$ cat config.mk
export PLATFORM = sky130hd
export DESIGN_NAME = core_sequencer
export DESIGN_NICKNAME = d
export VERILOG_FILES = /design/src/rtl/core_sequencer.sv
export SDC_FILE = /design/constraint.sdc
export NUM_CORES = 1
export LEC_CHECK = 0
export BUFFER_PORTS_ARGS = -buffer_cell sky130_fd_sc_hd__buf_2
export CAP_MARGIN = 40
export CORE_MARGIN = 10
export CORE_UTILIZATION = 35
export CTS_CLUSTER_SIZE = 24
export DETAILED_ROUTE_END_ITERATION = 8
export PLACE_DENSITY = 0.65
export SLEW_MARGIN = 20
export SYNTH_ARGS = -nofsm -noshare
export SYNTH_HDL_FRONTEND = slang
export SYNTH_SLANG_ARGS = --single-unit
$ cat constraint.sdc
create_clock -name clk -period 1.72 [get_ports clk]
set_clock_uncertainty 0.05 [all_clocks]
set_input_delay 0.344 -clock clk [delete_from_list [all_inputs] [get_ports clk]]
set_output_delay 0.344 -clock clk [all_outputs]
set_load 0.05 [all_outputs]
$ cat src/rtl/core_sequencer.sv
// Multi-cycle instruction sequencer: fetch, decode, execute, memory, writeback.
// Owns the PC and instruction register and drives memory requests and register-file enables.
module core_sequencer #(
  parameter logic [31:0] RESET_PC = 32'h0000_0000,
  parameter logic [7:0]  TIMEOUT  = 8'd255
) (
  input  logic        clk,
  input  logic        rst,
  output logic        imem_req,
  output logic [31:0] imem_addr,
  input  logic        imem_ack,
  input  logic [31:0] imem_rdata,
  output logic [31:0] instr,
  input  logic        is_load,
  input  logic        is_store,
  input  logic        is_branch,
  input  logic        is_jump,
  input  logic        is_ecall,
  input  logic        branch_taken,
  input  logic [31:0] alu_result,
  output logic        dmem_req,
  output logic        dmem_we,
  input  logic        dmem_ack,
  output logic        rf_read_en,
  output logic        rf_write_en,
  output logic [31:0] pc,
  output logic        retire,
  output logic        halted,
  output logic        error,
  output logic [2:0]  dbg_state
);

  localparam logic [2:0] FETCH  = 3'd0;
  localparam logic [2:0] DECODE = 3'd1;
  localparam logic [2:0] EXEC   = 3'd2;
  localparam logic [2:0] MEM    = 3'd3;
  localparam logic [2:0] WB     = 3'd4;
  localparam logic [2:0] HALT   = 3'd5;
  localparam logic [2:0] ERR    = 3'd6;

  logic [2:0]  state_q;
  logic [2:0]  state_d;
  logic [7:0]  wait_cnt_q;
  logic [31:0] pc_q;
  logic [31:0] pc_next;
  logic [31:0] instr_q;
  logic        store_q;
  logic        branch_q;
  logic        jump_q;
  logic        retire_c;
  logic        timed_out;

  // Handshake: a request (imem_req in FETCH, dmem_req in MEM) is held every
  // cycle until the matching ack is seen; an ack in any other state is ignored.
  assign timed_out = (wait_cnt_q == TIMEOUT);
  assign pc_next   = (jump_q || (branch_q && branch_taken)) ? alu_result : pc_q + 32'd4;
  assign retire_c  = (state_q == WB) || ((state_q == MEM) && dmem_ack && store_q);

  always_comb begin
    state_d = state_q;
    case (state_q)
      FETCH: begin
        if (imem_ack)       state_d = DECODE;
        else if (timed_out) state_d = ERR;
      end
      DECODE: state_d = EXEC;
      EXEC: begin
        if (is_ecall)                 state_d = HALT;
        else if (is_load || is_store) state_d = MEM;
        else                          state_d = WB;
      end
      MEM: begin
        if (dmem_ack)       state_d = store_q ? FETCH : WB;
        else if (timed_out) state_d = ERR;
      end
      WB:      state_d = FETCH;
      HALT:    state_d = HALT;
      ERR:     state_d = ERR;
      default: state_d = ERR;
    endcase
  end

  always_ff @(posedge clk or negedge rst) begin
    if (!rst) begin
      state_q    <= FETCH;
      wait_cnt_q <= 8'd0;
      pc_q       <= RESET_PC;
      instr_q    <= 32'd0;
      store_q    <= 1'b0;
      branch_q   <= 1'b0;
      jump_q     <= 1'b0;
    end else begin
      state_q <= state_d;
      if ((state_d != state_q) && ((state_d == FETCH) || (state_d == MEM)))
        wait_cnt_q <= 8'd0;
      else if (((state_q == FETCH) && !imem_ack) || ((state_q == MEM) && !dmem_ack))
        wait_cnt_q <= wait_cnt_q + 8'd1;
      if ((state_q == FETCH) && imem_ack)
        instr_q <= imem_rdata;
      // Class flags are captured once so MEM/WB see a stable view of the instruction.
      if (state_q == EXEC) begin
        store_q  <= is_store;
        branch_q <= is_branch;
        jump_q   <= is_jump;
      end
      if (retire_c)
        pc_q <= pc_next;
    end
  end

  // imem_req is gated by reset so every output except pc reads zero while held in reset.
  assign imem_req    = rst && (state_q == FETCH);
  assign imem_addr   = pc_q;
  assign instr       = instr_q;
  assign dmem_req    = (state_q == MEM);
  assign dmem_we     = (state_q == MEM) && store_q;
  assign rf_read_en  = (state_q == DECODE);
  assign rf_write_en = (state_q == WB) && !branch_q && !store_q;
  assign pc          = pc_q;
  assign retire      = retire_c;
  assign halted      = (state_q == HALT);
  assign error       = (state_q == ERR);
  assign dbg_state   = state_q;

endmodule

Word-level counts from Yosys, hierarchy flattened
Index checks and enable logic that the tools add are counted.

operators by class
  add/sub/neg operators = 2
  equal/unequal tests = 9
  muxes and demuxes = 10
  reductions and logical operators = 23

operator list
  kind                                                              count
  32-bit by 3-bit adder with 32-bit output (second input constant)  1
  32-bit 2-to-1 mux                                                 1
  3-bit 2-to-1 mux                                                  6
  3-bit case mux with 6 select lines                                1
  8-bit 2-to-1 mux                                                  2
  1-bit logical AND                                                 11
  3-bit by 2-bit == test with 1-bit output (second input constant)  3
  3-bit == test (second input constant)                             3
  8-bit by 1-bit adder with 8-bit output (second input constant)    1
  8-bit == test (second input constant)                             1
  3-bit zero test                                                   2
  1-bit logical OR                                                  5
  1-bit zero test                                                   4
  3-bit by 1-bit == test with 1-bit output (second input constant)  1
  3-bit inequality test                                             1
  2-bit nonzero test                                                1

word-level totals
  register bits = 78
  input bits = 74
  output and inout bits = 107
  word-level logic and storage cells = 51

Depth between registers and ports, before layout
  depth after elaboration = 8
  gate-level depth with buffers = 8
  mapped depth without buffers = 6

Least setup slack after synthesis
Ideal clock, no wire load.

  path type = register to output
  from = reg state_q[0] (netlist: dbg_state[0])
  to = out rf_write_en
  data arrival time = 2.439 ns
  data required time = 1.326 ns
  slack = -1.113 ns
  cell stages (with the launch flop) = 4
  buffers on the path = 1
  cells stage by stage = dfrtp_1 clkbuf_1 nand2b_1 nor4_1

on the way
  cells in the longest elaborated chain, start to end = 3

ends and longest elaborated chain
  what                             line  text
  start, declared                  41    logic [2:0] state_q;
  start signal, assigned           93    state_q <= state_d;
  3-bit == test                    118   assign rf_write_en = (state_q == WB) && !branch_q && !store_q;
  1-bit logical AND (2 in series)  118
  end, declared                    25    output logic rf_write_en,

Every way passes these cells.

Worst setup path in the final report
  from = reg state_q[1] (netlist: dbg_state[1])
  to = out retire

on the way
  cells in the longest elaborated chain, start to end = 4
  elaborated cells on any way between the ends = 5
  classes of those cells = eq/ne: 2; reduce/logical: 3

ends and longest elaborated chain
  what                                      line  text
  3-bit by 2-bit == test with 1-bit output  57    assign retire_c = (state_q == WB) || ((state_q == MEM) && dmem_ack && store_q);
  1-bit logical AND (2 in series)           57
  1-bit logical OR (*)                      57
  end, declared                             27    output logic retire,

Mark *: on every way between the ends. The rest lies on a longest branch, timed or not.

==> flow_metrics.tcl <==
set metrics [dict create \
    clkSinkCount 78 \
    grt_pass1_wl_um 21270 \
    wirelength_um 14430 \
    holdWs_ps 26.60 \
    worstPathCellList "and3b_4 > a32oi_4 > inv_4 > buf_6" \
    endpoint_kind "output pin" \
    synth_compound_area_share_pct 15.06 \
    synth_edf_count 0 \
    core.rowCount 40 \
    synth_top_cell_area_share_pct 45.52 \
    path_delay_family "flip-flops" \
    final_max_slew_viol_count 0 \
    timing.fmax_ghz 0.5290 \
    yosys.area_share.simple_pct 17.89 \
    clock_latency_ps 340 \
    ys_seq_area_share_pct 45.52 \
    synth_xor_xnor_area_share_pct 1.430 \
    drcViolationCount 0 \
    routed-wl-met3_um 1054 \
    ant_nets 0 \
    cts_root_buffer "clkbuf_16" \
    dieArea_um2 17080 \
    tightest_slew_ps 434.0 \
    violations "setup timing" \
    nets 712 \
    syn-num-nets 496 \
    ios 181 \
    finalSetupViolCount 24 \
    track_usage_pct 15.56 \
    drt-met1-wl_um 5774 \
    final_util_pct 54.80 \
    dr.max_layer_used "met4" \
    synth_flop_cell "dfrtp_1" \
    final_common_cell "buf_2" \
    finish.instance_area_um2 6583 \
    synth_top_area_cell "dfrtp_1" \
    yosysWarnings 0 \
    synth_cell_types 59 \
    syn_to_final_growth_pct 53.52 \
    most-common-layout-cells "buf_2, buf_4, dfrtp_1, mux2_2, nor2_1" \
    crit_required_ps 1330 \
    async_flop_share_pct 100.0 \
    antennaDiodeCount 0 \
    h-tree-depth 3 \
    hold_class "in2async" \
    port_buffers 180 \
    crit_arrival_ps 1500 \
    crit_buf_inv 2 \
    clk_pin_slew_ps 70 \
    dieHeight_um 130.7 \
    setup_slack_ps -170.5 \
    status "finished with violations" \
    synth.mux.area_fraction_pct 10.36 \
    grt-ovfl-total 0 \
    dp_hpwl_um 10260 \
    start_util_pct 35.70 \
    placed_area_um2 5698 \
    cp_slowest_stage_delay_ps 450 \
    drt_iter0_markers 285 \
    wl_met2_um 7360 \
    synth-seq-cells 78 \
    path_max_fanout 7 \
    avgRoutedWirePerCell_um 18.31 \
    synth.avg_cell_area_um2 10.21 \
    viasPerCell 5.280 \
    ctsLongestPathBuffers 2 \
    grt_pass1_vias 4133 \
    layout-drive-gt1-share_pct 62.87 \
    vias 4161 \
    cts_buffers 9 \
    die_x_um 130.7 \
    tritoncts "done" \
    antenna_found_initial 0 \
    gp_congestion 0.8625 \
    hold_buffers 0 \
    grt_start_max_net_pins 79 \
    dp_slack_ps -39.65 \
    synth_top_cells_by_area "dfrtp_1, mux2_2, buf_4" \
    firstDrtPassIters 5 \
    start_kind "flip-flop" \
    netlist_area_um2 4288 \
    hold_viol 0 \
    path_class "reg2out" \
    relSlewSlack_pct 71.07 \
    reg2reg_depth 8 \
    crit_cells 4 \
    core-area_um2 12010 \
    fin_crit_sh_pct 109.9 \
    syn-instance-count 420 \
    synth_top_family_by_area "simple AND/OR/NAND/NOR gates" \
    rsz0062_at_grt "yes" \
    drv_cap 0 \
    yosys.area_share.adder_pct 0.5836 \
    finalCriticalPeriod_ps 1891 \
    slowest_stage "dfrtp_2" \
]
final cells by class:
class,count,area (um^2)
timing repair buffer,262,1810
clock buffer,9,225.2
fill,1032,5429
multi-input combinational,282,2266
sequential,78,1983
clock inverter,7,97.59
inverter,3,16.27
tap,147,183.9
registers in the layout, summed over array words and instances, names as in the netlist:
| name | flops |
|---|---|
| branch_q | 1 |
| dbg_state | 3 |
| jump_q | 1 |
| imem_addr | 32 |
| store_q | 1 |
| instr | 32 |
| wait_cnt_q | 8 |
path summary, 6_finish.rpt:
check                           slack [ps]          start       endpoint
worst max-delay path                  -170   dbg_state[1]         retire
worst min-delay path                    30            rst      instr[16]
worst max register to register        -110   dbg_state[1]  wait_cnt_q[6]
worst min register to register         440      instr[31]      instr[31]
max in group asynchronous             1230            rst   imem_addr[7]
min in group clk                       190  imem_rdata[5]       instr[5]
timing repair:
action,in CTS,in global routing
gates cloned,0,4
resized for setup,50,39
buffers inserted,14,7
pin swaps,9,21
endpoints found under the hold margin,0,0
setup endpoints to repair,21,79
through the flow:
stage	setup TNS, ps	std cells
floorplan	-9239	420
global placement	-10.17	748
detailed placement	-96.67	748
CTS	-1655	778
global route	-4203	788
finish	-1485	788
cell families (layout without fill, tap and decap cells):
logic type      Yosys count  in the layout
compound gates           99             99
xor+xnor                  7              7
flops                    78             78
simple gates            135            135
mux                      39             39
fa+ha+maj                 2              2
buf+inv                  60            281
layer usage:
metal  vias to the layer above  global-route usage [%]
met1                      2037                   18.72
met2                       165                   26.88
met4                         0                   5.494
met5                         -                       0
li1                       1939                       -
met3                        20                   3.304
synthesized netlist by cell type (all sizes together), types with 3 or more instances:
library cell  instances
nor4                  6
o22a                  3
a21oi                32
and4                  5
dfrtp                78
and3                  9
a31oi                 4
nand4                11
buf                  47
nand3                15
inv                   3
mux2                 37
and2                  7
nor2                 31
o22ai                10
a311oi                6
o21ai                23
nand2                30
nor3                  7
or3                   6
a32oi                 4
xor2                  6
a2bb2oi               6
clkbuf               10
Power is not shown: default switching activity piles up to over one toggle a cycle in this logic, so the estimate is an artifact.
